[src/rtl/cla_adder_16.sv]
// 16-bit two-level carry-lookahead adder with a registered {carry_out, sum}.
// Every combinational gate is a cla_nor_gate instance, so the instance tally is the NOR-gate count.

module cla_nor_gate #(
  parameter int unsigned N = 2
) (
  input  logic [N-1:0] d,
  output logic         y
);
  assign y = ~|d;
endmodule

module cla_group_4 (
  input  logic [3:0] a,
  input  logic [3:0] b,
  input  logic       c_in,
  input  logic       c_in_n,
  output logic [3:0] sum,
  output logic       gg_n,
  output logic       gp_n
);
  logic [3:0] a_n_s;
  logic [3:0] b_n_s;
  logic [3:0] g_s;
  logic [3:0] or_n_s;
  logic [3:0] p_s;
  logic [3:0] p_n_s;
  logic [2:0] g_n_s;
  logic [3:0] c_s;
  logic [3:0] c_n_s;
  logic [3:0] xa_s;
  logic [3:0] xb_s;
  logic       t10_s;
  logic       t20_s;
  logic       t21_s;
  logic       t30_s;
  logic       t31_s;
  logic       t32_s;
  logic       u0_s;
  logic       u1_s;
  logic       u2_s;
  logic       gp_s;

  assign c_s[0]   = c_in;
  assign c_n_s[0] = c_in_n;

  // p = ~(~(a|b) | a&b) reuses g, so a propagate bit costs two NORs instead of five.
  for (genvar i = 0; i < 4; i++) begin : g_bit
    cla_nor_gate #(.N(1)) u_an  (.d(a[i]),                   .y(a_n_s[i]));
    cla_nor_gate #(.N(1)) u_bn  (.d(b[i]),                   .y(b_n_s[i]));
    cla_nor_gate #(.N(2)) u_g   (.d({a_n_s[i], b_n_s[i]}),   .y(g_s[i]));
    cla_nor_gate #(.N(2)) u_orn (.d({a[i], b[i]}),           .y(or_n_s[i]));
    cla_nor_gate #(.N(2)) u_p   (.d({g_s[i], or_n_s[i]}),    .y(p_s[i]));
    cla_nor_gate #(.N(1)) u_pn  (.d(p_s[i]),                 .y(p_n_s[i]));
    cla_nor_gate #(.N(2)) u_xa  (.d({p_s[i], c_s[i]}),       .y(xa_s[i]));
    cla_nor_gate #(.N(2)) u_xb  (.d({p_n_s[i], c_n_s[i]}),   .y(xb_s[i]));
    cla_nor_gate #(.N(2)) u_s   (.d({xa_s[i], xb_s[i]}),     .y(sum[i]));
  end

  // g3 only ever appears as a leading OR term, so it needs no inverted copy.
  for (genvar i = 0; i < 3; i++) begin : g_gen_inv
    cla_nor_gate #(.N(1)) u_gn (.d(g_s[i]), .y(g_n_s[i]));
  end

  // c1 = g0 | p0 c0
  cla_nor_gate #(.N(2)) u_t10 (.d({p_n_s[0], c_n_s[0]}),               .y(t10_s));
  cla_nor_gate #(.N(2)) u_c1n (.d({g_s[0], t10_s}),                    .y(c_n_s[1]));
  cla_nor_gate #(.N(1)) u_c1  (.d(c_n_s[1]),                           .y(c_s[1]));

  // c2 = g1 | p1 g0 | p1 p0 c0
  cla_nor_gate #(.N(2)) u_t20 (.d({p_n_s[1], g_n_s[0]}),               .y(t20_s));
  cla_nor_gate #(.N(3)) u_t21 (.d({p_n_s[1], p_n_s[0], c_n_s[0]}),     .y(t21_s));
  cla_nor_gate #(.N(3)) u_c2n (.d({g_s[1], t20_s, t21_s}),             .y(c_n_s[2]));
  cla_nor_gate #(.N(1)) u_c2  (.d(c_n_s[2]),                           .y(c_s[2]));

  // c3 = g2 | p2 g1 | p2 p1 g0 | p2 p1 p0 c0
  cla_nor_gate #(.N(2)) u_t30 (.d({p_n_s[2], g_n_s[1]}),               .y(t30_s));
  cla_nor_gate #(.N(3)) u_t31 (.d({p_n_s[2], p_n_s[1], g_n_s[0]}),     .y(t31_s));
  cla_nor_gate #(.N(4)) u_t32 (.d({p_n_s[2], p_n_s[1], p_n_s[0], c_n_s[0]}), .y(t32_s));
  cla_nor_gate #(.N(4)) u_c3n (.d({g_s[2], t30_s, t31_s, t32_s}),      .y(c_n_s[3]));
  cla_nor_gate #(.N(1)) u_c3  (.d(c_n_s[3]),                           .y(c_s[3]));

  // Group generate/propagate leave the group inverted; the second level consumes them that way.
  cla_nor_gate #(.N(2)) u_u0  (.d({p_n_s[3], g_n_s[2]}),               .y(u0_s));
  cla_nor_gate #(.N(3)) u_u1  (.d({p_n_s[3], p_n_s[2], g_n_s[1]}),     .y(u1_s));
  cla_nor_gate #(.N(4)) u_u2  (.d({p_n_s[3], p_n_s[2], p_n_s[1], g_n_s[0]}), .y(u2_s));
  cla_nor_gate #(.N(4)) u_ggn (.d({g_s[3], u0_s, u1_s, u2_s}),         .y(gg_n));
  cla_nor_gate #(.N(4)) u_gp  (.d(p_n_s),                              .y(gp_s));
  cla_nor_gate #(.N(1)) u_gpn (.d(gp_s),                               .y(gp_n));
endmodule

module cla_adder_16 (
  input  logic        clk,
  input  logic        reset,
  output logic [15:0] sum,
  output logic        carry_out,
  input  logic [15:0] a,
  input  logic [15:0] b,
  input  logic        carry_in
);
  logic [15:0] sum_s;
  logic [3:0]  gg_n_s;
  logic [3:0]  gp_n_s;
  logic [3:0]  gg_s;
  logic [4:0]  grp_c_s;
  logic [3:0]  grp_c_n_s;
  logic        c16_n_s;
  logic        v40_s;
  logic        v80_s;
  logic        v81_s;
  logic        v120_s;
  logic        v121_s;
  logic        v122_s;
  logic        w0_s;
  logic        w1_s;
  logic        w2_s;
  logic        w3_s;
  logic [15:0] sum_r;
  logic        carry_out_r;

  assign grp_c_s[0] = carry_in;

  for (genvar k = 0; k < 4; k++) begin : g_grp
    cla_group_4 u_grp (
      .a      (a[4*k +: 4]),
      .b      (b[4*k +: 4]),
      .c_in   (grp_c_s[k]),
      .c_in_n (grp_c_n_s[k]),
      .sum    (sum_s[4*k +: 4]),
      .gg_n   (gg_n_s[k]),
      .gp_n   (gp_n_s[k])
    );
    cla_nor_gate #(.N(1)) u_gg (.d(gg_n_s[k]), .y(gg_s[k]));
  end

  cla_nor_gate #(.N(1)) u_c0n  (.d(carry_in), .y(grp_c_n_s[0]));

  // Second level: each group carry-in is a flat sum of products, never rippled from its neighbour.
  cla_nor_gate #(.N(2)) u_v40  (.d({gp_n_s[0], grp_c_n_s[0]}),                       .y(v40_s));
  cla_nor_gate #(.N(2)) u_c4n  (.d({gg_s[0], v40_s}),                                .y(grp_c_n_s[1]));
  cla_nor_gate #(.N(1)) u_c4   (.d(grp_c_n_s[1]),                                    .y(grp_c_s[1]));

  cla_nor_gate #(.N(2)) u_v80  (.d({gp_n_s[1], gg_n_s[0]}),                          .y(v80_s));
  cla_nor_gate #(.N(3)) u_v81  (.d({gp_n_s[1], gp_n_s[0], grp_c_n_s[0]}),            .y(v81_s));
  cla_nor_gate #(.N(3)) u_c8n  (.d({gg_s[1], v80_s, v81_s}),                         .y(grp_c_n_s[2]));
  cla_nor_gate #(.N(1)) u_c8   (.d(grp_c_n_s[2]),                                    .y(grp_c_s[2]));

  cla_nor_gate #(.N(2)) u_v120 (.d({gp_n_s[2], gg_n_s[1]}),                          .y(v120_s));
  cla_nor_gate #(.N(3)) u_v121 (.d({gp_n_s[2], gp_n_s[1], gg_n_s[0]}),               .y(v121_s));
  cla_nor_gate #(.N(4)) u_v122 (.d({gp_n_s[2], gp_n_s[1], gp_n_s[0], grp_c_n_s[0]}), .y(v122_s));
  cla_nor_gate #(.N(4)) u_c12n (.d({gg_s[2], v120_s, v121_s, v122_s}),               .y(grp_c_n_s[3]));
  cla_nor_gate #(.N(1)) u_c12  (.d(grp_c_n_s[3]),                                    .y(grp_c_s[3]));

  cla_nor_gate #(.N(2)) u_w0   (.d({gp_n_s[3], gg_n_s[2]}),                          .y(w0_s));
  cla_nor_gate #(.N(3)) u_w1   (.d({gp_n_s[3], gp_n_s[2], gg_n_s[1]}),               .y(w1_s));
  cla_nor_gate #(.N(4)) u_w2   (.d({gp_n_s[3], gp_n_s[2], gp_n_s[1], gg_n_s[0]}),    .y(w2_s));
  cla_nor_gate #(.N(5)) u_w3   (.d({gp_n_s, grp_c_n_s[0]}),                          .y(w3_s));
  cla_nor_gate #(.N(5)) u_c16n (.d({gg_s[3], w0_s, w1_s, w2_s, w3_s}),               .y(c16_n_s));
  cla_nor_gate #(.N(1)) u_c16  (.d(c16_n_s),                                         .y(grp_c_s[4]));

  // Output register: reset wins over capture and drops whatever was being captured.
  always_ff @(posedge clk) begin
    if (reset) begin
      sum_r       <= 16'h0000;
      carry_out_r <= 1'b0;
    end else begin
      sum_r       <= sum_s;
      carry_out_r <= grp_c_s[4];
    end
  end

  assign sum       = sum_r;
  assign carry_out = carry_out_r;
endmodule

[config.mk]
export PLATFORM = sky130hd
export DESIGN_NAME = cla_adder_16
export DESIGN_NICKNAME = d
export VERILOG_FILES = /design/src/rtl/cla_adder_16.sv
export SDC_FILE = /design/constraint.sdc
export NUM_CORES = 1
export LEC_CHECK = 0
export BUFFER_PORTS_ARGS = -buffer_cell sky130_fd_sc_hd__buf_2
export CAP_MARGIN = 10
export CORE_ASPECT_RATIO = 1.5
export CORE_MARGIN = 2
export CORE_UTILIZATION = 45
export CTS_BUF_LIST = sky130_fd_sc_hd__clkbuf_8
export CTS_CLUSTER_DIAMETER = 200
export DETAILED_ROUTE_END_ITERATION = 16
export PLACE_DENSITY = 0.73
export SYNTH_ARGS = -nofsm -noshare
export SYNTH_HDL_FRONTEND = slang
export SYNTH_SLANG_ARGS = --single-unit
[constraint.sdc]
create_clock -name clk -period 4.9 [get_ports clk]
set_input_delay 0.49 -clock clk [delete_from_list [all_inputs] [get_ports clk]]
set_output_delay 0.49 -clock clk [all_outputs]
set_load 0.01 [all_outputs]
# After elaboration in Yosys (flattened, before gate mapping)
# Index checks and enable logic that the tools add are counted.
[word_totals]
register_bits = 17
in_bits = 35
output_inout_bits = 17
word_cells = 348
[op_classes]
reduce_logical = 346
[ops]
columns = ["cell", "n"]
rows = [
  ["logical NOT 1 bit", 189],
  ["OR reduction 2 bit", 69],
  ["OR reduction 4 bit", 23],
  ["OR reduction 3 bit", 24],
  ["OR reduction 6 bit", 10],
  ["OR reduction 17 bit", 3],
  ["OR reduction 25 bit", 2],
  ["OR reduction 8 bit", 6],
  ["OR reduction 5 bit", 9],
  ["OR reduction 7 bit", 6],
  ["OR reduction 9 bit", 4],
  ["OR reduction 33 bit", 1],
]

# Depth between registers and ports, before layout
# Gate-level depths: netlist of run 1.
[depth]
ltp_word = 19
depth_mapped = 8
ltp_nobuf = 8

# Modules after synthesis
# Synthesis of run 1 repeated with hierarchy kept, for this count alone.
[hier_totals]
hier_cells = 288
area_unflattened_um2 = 1759.2
[modules_own_cells]
columns = ["mod", "n_inst", "cells_per_inst", "area_each_um2", "seq_area_each_um2"]
rows = [
  ["cla_nor_gate (g_grp[0].u_gg ...)", 206, 1, 3.8, 0.0],
  ["cla_adder_16", 1, 35, 475.5, 340.3],
  ["cla_nor_gate (g_grp[0].u_grp.u_c3n ...)", 23, 1, 12.5, 0.0],
  ["cla_nor_gate (g_grp[0].u_grp.u_c2n ...)", 20, 1, 10.0, 0.0],
  ["cla_nor_gate (u_c16n ...)", 2, 2, 11.3, 0.0],
]

# Least setup slack after synthesis of run 1
# Ideal clock, no wire load.
[synth_path]
kind = "input -> register"
start = "in a[5]"
end = "reg sum_r[15] (netlist: sum[15])"
setup_time_ns = 0.086
arrival_ns = 2.146
required_ns = 4.814
setup_slack_ns = 2.668
cell_stages = 7
path_buffers = 0
path_cell_list = "ha_1 or4_1 nor3_2 a211oi_1 o211a_1 o211a_1 a211oi_1"
[synth_between]
elab_chain_len = 19
elab_cells_between_ends = 29
cone_classes = "29 x reduce/logical"
[synth_rtl]
columns = ["item", "line_no", "text"]
rows = [
  ["start, declared", "97", "input logic [15:0] a,"],
  ["logical NOT 1 bit", "10", "assign y = ~|d;"],
  ["OR reduction 2 bit", "10", ""],
  ["logical NOT 1 bit", "10", ""],
  ["OR reduction 8 bit", "10", ""],
  ["logical NOT 1 bit", "10", ""],
  ["OR reduction 4 bit", "10", ""],
  ["logical NOT 1 bit", "10", ""],
  ["OR reduction 9 bit", "10", ""],
  ["[3 not listed]", "-", ""],
  ["OR reduction 7 bit (*)", "10", ""],
  ["logical NOT 1 bit (*)", "10", ""],
  ["OR reduction 4 bit", "10", ""],
  ["logical NOT 1 bit", "10", ""],
  ["OR reduction 3 bit", "10", ""],
  ["logical NOT 1 bit", "10", ""],
  ["OR reduction 2 bit (*)", "10", ""],
  ["logical NOT 1 bit (*)", "10", ""],
  ["end signal, assigned", "167", "sum_r <= sum_s;"],
  ["end, declared", "118", "logic [15:0] sum_r;"],
]
# Mark *: on every way between the ends. The rest lies on a longest branch, timed or not.
# A chain may end at the register's enable or synchronous reset.

# Worst setup path after layout of run 1
[layout_path]
start = "in a[2]"
end = "reg sum_r[15] (netlist: sum[15])"
[layout_between]
elab_chain_len = 19
elab_cells_between_ends = 29
cone_classes = "29 x reduce/logical"
[layout_rtl]
columns = ["item", "line_no"]
rows = [
  ["logical NOT 1 bit", "10"],
  ["OR reduction 2 bit", "10"],
  ["logical NOT 1 bit", "10"],
  ["OR reduction 8 bit or OR reduction 6 bit (tied branches)", "10"],
  ["logical NOT 1 bit", "10"],
  ["OR reduction 4 bit", "10"],
  ["logical NOT 1 bit", "10"],
  ["OR reduction 17 bit", "10"],
  ["[3 not listed]", "-"],
  ["OR reduction 7 bit (*)", "10"],
  ["logical NOT 1 bit (*)", "10"],
  ["OR reduction 4 bit", "10"],
  ["logical NOT 1 bit", "10"],
  ["OR reduction 3 bit", "10"],
  ["logical NOT 1 bit", "10"],
  ["OR reduction 2 bit (*)", "10"],
  ["logical NOT 1 bit (*)", "10"],
]
# Marks and branches as above.

==> out/summary.txt, run 1 <==
met3 wire length: 113 um
required time worst endpoint: 5.07 ns
Main synth FF type: dfxtp_1
unrepaired setup endpoints after global routing: no
critical path class: in -> reg
Core Box Area: 3191 sq um
post-synthesis simple-gate area fraction: 0.1541
slowest cell on the critical path: nor4_1
outcome: completed
Post-CTS Setup Repair Bufs: 0
Cells after Synth: 189
Hold EP: sum[4]
Yosys cell types: 33
Port Buffers: 51
worst hold path class: in -> reg
CP Launch Type: input pin
CP endpoint kind: register
Final Critical Period: 2.271 ns
Post-synth EDFFs: 0
Slew Limit Fails: 0
YS warnings: 0
Seq. cell area: 340.3 sq um
CP arrival: 2.44 ns
most frequent cell after synthesis: inv_1
Synth Area in Adders: 0.2784
ranking of synthesized cells by area: ha_1, dfxtp_1, inv_1
Max Cap Viol: 0
area of the multi-input gates: 1016 sq um
CP Max Fanout: 4
Compound-Gate Fraction of Synth Area: 0.1897
FMAX: 440.3 MHz
critical path's most frequent cell: o211a_1
Finished Core Util: 0.5808
Filler Cells Inserted: 334
Via Count: 1371
dpl cells: 278
Async SR Flop Fraction: 0
final setup fails: 0
Peak VDD IR: 0.0001247 V
CTS root buf: clkbuf_8
H-tree lvl count: 1
largest family of logic cells by synthesized area: adder cells
Final Hold Viols: 0
Chip Width: 51.30 um
fin cells: 282
maximum buffer depth of the clock tree: 2
Setup TNS Final: 0 ns
post-synthesis mux area share: 0.03314
syn nets: 257
routed length per instance: 10.06 um
area grow syn2layout: 22.70%
initial DRC count: 10
top-area cell type share of the netlist area: 0.2651
measured slew at the worst slew-check pin: 0.5286 ns
DRT Pass-1 Iters: 4
Hold-fix buffers, CTS: 0
die area: 3845 sq um
Vias/cell: 4.862
Final ANT Viol Nets: 0
Highest Signal Layer: met4
cells along the critical path: buf_2 -> inv_1 -> ha_1 -> nand4_1 -> nor4_1 -> nand3_1 -> o211a_1 -> o211a_1 -> a211oi_1
PwrDens: 220.9 nW/um^2
initial antenna violation count: 0
CTS resizes: 0
largest net degree at the start of global routing: 18
Pleak: 1.081 nW
clk sinks: 17
Antenna diodes: 0
Cells on Worst Hold Path: 2
gp weighted congestion: 0.8743
CTS tree: done
placed wire-length estimate: 2.442 mm
Max-slew headroom: 0.6443
Seq/Total Area, Yosys: 0.2254
first-pass GRT wire length: 4.843 mm
standard-cell rows: 25
hold path start: reset
drt total wl: 2.836 mm
syn avg cell area: 7.990 sq um
XOR/XNOR Fraction of Synth Area: 0.01740
delay-heaviest family, CP: simple AND/OR/NAND/NOR gates
Post-route DRC: 0
share of cells above drive strength 1: 0.2562
Reg clk slew, reported paths: 0.06 ns
CP bufs+invs: 2
count of state elements after synthesis: 17
WL met2: 1.433 mm
Die H: 74.95 um
mapped cell area: 1510 sq um
Initial Util: 0.4733
Ports: 52
area leader, netlist: ha_1
CTS buffer count: 3
GRT Overall Usage: 0.1570
NumNets Final: 311
top post-synthesis cells by count: inv_1, ha_1, nor2_1
total gr overflow: 0
M1 WL: 1.247 mm
crit-path max cell delay: 0.52 ns
vias in the first global route: 1310
final period utilization: 0.4635
-- power breakdown --
part           switching [mW]  leakage (nW)  internal, mW
combinational          0.0829         0.913        0.0694
clock                  0.0444        0.0269        0.0555
sequential            0.00317         0.142         0.154
total                   0.131          1.08         0.279
-- cell families (layout without fill, tap and decap cells) --
kind of cell	count (synthesis)	count (layout)
simple gates	49	49
compound gates	41	41
buf+inv	41	94
fa+ha+maj	33	33
flops	17	17
mux	5	5
xor+xnor	3	3
-- layout by cell type, fill, tap and decap left out, types with 3 or more instances in the layout --
master,instances
buf_2,51
dfxtp_1,17
xnor2_1,3
nor3_1,3
a21o_1,4
nor2_1,22
or2_2,4
nand2_1,6
o21ai_0,5
mux2i_1,5
nand3_1,4
clkbuf_8,3
o21bai_1,3
ha_1,32
inv_1,40
a21oi_1,10
a211oi_1,7
-- state kept, by name (all words and copies together), names as in the netlist --
register and cells:
sum 16, carry_out 1
-- stage by stage --
step                      power [mW]  hold WS, ns  instance area (sq um)  setup WS (ns)
after floorplan               0.2638       0.7664                   1510          2.668
final                         0.4093       0.5994                   1853          2.629
after CTS                     0.4146       0.5975                   1853          2.633
after detailed placement      0.3132       0.8589                   1808          2.358
after global placement        0.3113       0.8510                   1808          2.393
after global routing          0.4394       0.6180                   1853          2.490
-- routing by layer --
metal | GRT usage | vias to the layer above
met2 | 0.3030 | 31
met1 | 0.1740 | 598
met5 | 0 | -
met4 | 0.06433 | 0
li1 | - | 738
met3 | 0.01389 | 4
-- how the worst max path moves through the flow --
| stage | depth (start not counted) | end | from | slack [ns] |
|---|---|---|---|---|
| after floorplan | 7 | sum[15] | a[5] | 2.67 |
| after CTS | 9 | sum[15] | a[3] | 2.63 |
| final | 9 | sum[15] | a[2] | 2.63 |
| after detailed placement | 9 | sum[14] | a[5] | 2.36 |
| after global placement | 9 | sum[14] | a[5] | 2.39 |
| after global routing | 9 | sum[14] | a[5] | 2.49 |
-- final cells by class --
cell class,instances,share of cell area
inverters,39,0.07900
flip-flops and latches,17,0.1837
well taps,40,0.02701
repair buffers,51,0.1377
clock inverters,1,0.002026
clock buffers,3,0.02228
multi-input cells,131,0.5483
Power figures use the tool's default switching activity.
==> inputs of run 2 (changes only) <==
- clock period: 4.9 -> 2.3 ns (I/O delays scaled with it)
==> run 2 against run 1 <==
Sequential share of layout area fell by 0.30 points. Critical path type unchanged. Global-route usage rose by 1.5 points. Largest power group unchanged. Clock-buffer cell count did not move. First-iteration DRC count rose by 90%. Utilization rose by 0.98 points. Via count rose by 4.2%. Hold slack got worse by 0.28 ns. Cell count rose by 1.4%.
==> out/summary.txt, run 2 (synthesis results as in run 1) <==
Setup TNS Final: 0 ns
final period utilization: 0.8516
PwrDens: 478.4 nW/um^2
GRT Overall Usage: 0.1723
hold_ws: 0.3151 ns
Port Buffers: 51
Antenna diodes: 0
Reg clk slew, reported paths: 0.07 ns
clk sinks: 17
Pwr Total: 0.9014 mW
DRT Pass-1 Iters: 4
Initial Util: 0.4733
CTS resizes: 0
Post-CTS Setup Repair Bufs: 0
CP arrival: 2.14 ns
Hold EP: sum[0]
first-pass GRT wire length: 5.092 mm
maximum buffer depth of the clock tree: 2
FMAX: 510.5 MHz
CP Max Fanout: 4
switching part of the total: 0.3307
CTS root buf: clkbuf_8
vias in the first global route: 1346
Ports: 52
initial antenna violation count: 0
CTS buffer count: 3
Die H: 74.95 um
Chip Width: 51.30 um
die area: 3845 sq um
Final ANT Viol Nets: 0
placed wire-length estimate: 2.531 mm
max FFs per register: 16
CP Launch Type: input pin
outcome: completed
internal power: 0.6033 mW
clock share of power: 0.258
Comb pwr share: 0.370
required time worst endpoint: 2.48 ns
Reg power frac: 0.373
gp weighted congestion: 0.8739
Psw: 0.2981 mW
Final Critical Period: 1.959 ns
CP endpoint kind: register
Vias/cell: 4.997
drt total wl: 2.977 mm
Peak VDD IR: 0.0002800 V
worst setup margin: 0.3412 ns
most frequent cells in the layout: buf_2, inv_1, ha_1
Pleak: 1.100 nW
Max-slew headroom: 0.6959
total gr overflow: 0
NumNets Final: 315
dpl ws: 0.06505 ns
most common cell after layout, fill and taps aside: buf_2
share of cells above drive strength 1: 0.2724
final setup fails: 0
Via Count: 1429
H-tree lvl count: 1
hold path start: reset
Core Box Area: 3191 sq um
measured slew at the worst slew-check pin: 0.4533 ns
unrepaired setup endpoints after global routing: no
routed length per instance: 10.41 um
Final Hold Viols: 0
worst hold path class: in -> reg
standard-cell rows: 25
Post-route DRC: 0
Hold-fix buffers, CTS: 0
largest net degree at the start of global routing: 18
CTS tree: done
Max Cap Viol: 0
area grow syn2layout: 24.77%
Slew Limit Fails: 0
Cells on Worst Hold Path: 2
initial DRC count: 19
Filler Cells Inserted: 329
critical path class: in -> reg
-- run 2: final cells by class --
type,count,area [sq um],share of cell area
inverters,39,146.4,0.07769
repair buffers,55,285.3,0.1514
clock buffers,3,41.29,0.02191
well taps,40,50.05,0.02656
flip-flops and latches,17,340.3,0.1806
multi-input cells,131,1016,0.5392
clock inverters,1,5.005,0.002656
-- run 2: routing by layer --
metal,GRT usage,wire length [um],up-vias
li1,-,-,747
met1,0.1840,1273,631
met2,0.3131,1442,40
met3,0.02579,155,11
met4,0.1111,105,0
met5,0,0,-
-- run 2: power by group through the flow --
stage / sequential (mW) / clock (mW) / combinational (mW)
floorplan: 0.361 / 0 / 0.201
global placement: 0.342 / 0 / 0.329
detailed placement: 0.342 / 0 / 0.335
CTS: 0.336 / 0.233 / 0.336
global route: 0.339 / 0.248 / 0.380
finish: 0.336 / 0.232 / 0.333
-- run 2: stage by stage --
stage,utilization,cells,instance area (sq um)
after floorplan,-,189,1510
after global placement,0.5761,282,1838
after detailed placement,0.5761,282,1838
after CTS,0.5906,286,1884
after global routing,0.5906,286,1884
final,0.5906,286,1884
-- run 2: worst max-delay path, cell delays in order --
cell	delay, ns
buf_2	0.10
ha_1	0.23
or4_1	0.55
nor3_2	0.18
a211oi_1	0.16
o211a_1	0.26
o211a_1	0.22
a211oi_1	0.20
-- run 2: how the worst max path moves through the flow --
stage               startpoint      end  slack [ns]  depth (start not counted)
floorplan                 a[5]  sum[15]        0.33                          7
global placement          a[5]  sum[14]        0.10                          9
detailed placement        a[5]  sum[15]        0.07                          8
CTS                       a[4]  sum[15]        0.33                          8
global route              a[5]  sum[14]        0.17                          9
finish                    a[5]  sum[15]        0.34                          8
==> inputs of run 3 (changes only) <==
- RECOVER_POWER: default -> 100
==> run 3 against run 2 <==
Sequential power hardly changed. Utilization fell by 1.1 points. First-iteration DRC count increased by 53%. Non-clock buffer count stayed put. Critical path depth grew 3. Sequential share of layout area up 0.34 points. Clock power about the same. Routed wire length rose by 0.94%. Flip-flop and latch count unchanged. Clock-buffer cell count did not move. Power decreased by 1.4%. Fmax decreased by 2.1%. Largest power group unchanged.
==> out/summary.txt, run 3 (synthesis results as in run 1) <==
CP Max Fanout: 4
Hold-fix buffers, CTS: 0
Peak VDD IR: 0.0002851 V
initial DRC count: 29
clk sinks: 17
Chip Width: 51.30 um
unrepaired setup endpoints after global routing: no
Antenna diodes: 0
Post-route DRC: 0
Final ANT Viol Nets: 0
CTS buffer count: 3
most common cell after layout, fill and taps aside: inv_1
Filler Cells Inserted: 336
required time worst endpoint: 2.44 ns
Initial Util: 0.4733
measured slew at the worst slew-check pin: 0.4489 ns
gp weighted congestion: 0.8739
Die H: 74.95 um
CTS resizes: 0
vias in the first global route: 1346
final non-filler cell area: 1849 sq um
fin cells: 286
GRT Overall Usage: 0.1723
Setup TNS Final: 0 ns
drt total wl: 3.005 mm
Pleak: 1.025 nW
CP arrival: 2.14 ns
largest net degree at the start of global routing: 18
most frequent cells in the layout: inv_1, ha_1, buf_2
CTS tree: done
Finished Core Util: 0.5796
Port Buffers: 51
Core Box Area: 3191 sq um
final period utilization: 0.8700
PwrDens: 480.5 nW/um^2
H-tree lvl count: 1
first-pass GRT wire length: 5.092 mm
max FFs per register: 16
routed length per instance: 10.51 um
Max-slew headroom: 0.6989
dpl cells: 282
Via Count: 1428
critical path class: in -> reg
Post-CTS Setup Repair Bufs: 0
share of cells above drive strength 1: 0.1829
NumNets Final: 315
CP endpoint kind: register
outcome: completed
FMAX: 499.7 MHz
Slew Limit Fails: 0
area grow syn2layout: 22.45%
final setup fails: 0
CTS root buf: clkbuf_8
Vias/cell: 4.993
total gr overflow: 0
placed wire-length estimate: 2.531 mm
Final Critical Period: 2.001 ns
standard-cell rows: 25
DRT Pass-1 Iters: 4
die area: 3845 sq um
Post-DP Area: 1838 sq um
Ports: 52
worst hold path class: in -> reg
Reg clk slew, reported paths: 0.07 ns
CP Launch Type: input pin
initial antenna violation count: 0
Max Cap Viol: 0
Final Hold Viols: 0
maximum buffer depth of the clock tree: 2
==> run 3: changes by cell type in the layout (fill, tap and decap cells not counted) <==
cell       before  now
buf_2          51   31
a2111oi_2       1    0
o21ai_1         1    0
clkbuf_4        0    1
buf_4           4    2
a2111oi_0       0    1
clkbuf_1        0   21
o21ai_0         5    6
==> run 3: worst max-delay path, stage by stage <==
cell	delay (ns)
clkbuf_1	0.10
inv_1	0.06
ha_1	0.34
a21oi_1	0.16
o21ai_0	0.14
clkbuf_4	0.16
a2111oi_0	0.37
clkbuf_1	0.23
o21bai_1	0.12
mux2i_1	0.16
nor2_1	0.07
==> run 3: layout make-up <==
| cell class | instances | area [sq um] | area share |
|---|---|---|---|
| multi-input cells | 131 | 1010 | 0.5460 |
| clock inverters | 1 | 5.005 | 0.002706 |
| well taps | 40 | 50.05 | 0.02706 |
| clock buffers | 3 | 41.29 | 0.02233 |
| inverters | 39 | 146.4 | 0.07916 |
| repair buffers | 55 | 256.5 | 0.1387 |
| flip-flops and latches | 17 | 340.3 | 0.1840 |
==> run 3: final timing paths <==
kind | depth (start not counted) | slack, ns | startpoint | end
setup / recovery | 11 | 0.30 | a[3] | sum[10]
hold / removal | 2 | 0.31 | reset | sum[0]
==> run 3: power by group <==
group | switching (mW) | total (mW) | leakage (nW) | internal [mW]
clock | 0.112 | 0.233 | 0.0255 | 0.121
combinational | 0.177 | 0.319 | 0.858 | 0.141
sequential | 0.00940 | 0.337 | 0.142 | 0.328
total | 0.298 | 0.889 | 1.02 | 0.590
==> run 3: metrics by stage <==
| stage | worst slack [ns] | power, mW | hold slack [ns] |
|---|---|---|---|
| finish | 0.2990 | 0.8886 | 0.3135 |
| global route | 0.1410 | 0.9531 | 0.3474 |
| CTS | 0.3278 | 0.9055 | 0.3260 |
| detailed placement | 0.06505 | 0.6771 | 0.5917 |
| global placement | 0.1012 | 0.6711 | 0.5895 |
| floorplan | 0.3280 | 0.5620 | 0.5064 |
==> run 3: metal layers <==
layer / routed length (um) / share of wire / track usage
met3: 163 / 0.054 / 0.02579
met4: 108 / 0.036 / 0.1111
met1: 1295 / 0.43 / 0.1840
met2: 1438 / 0.48 / 0.3131
met5: 0 / 0 / 0
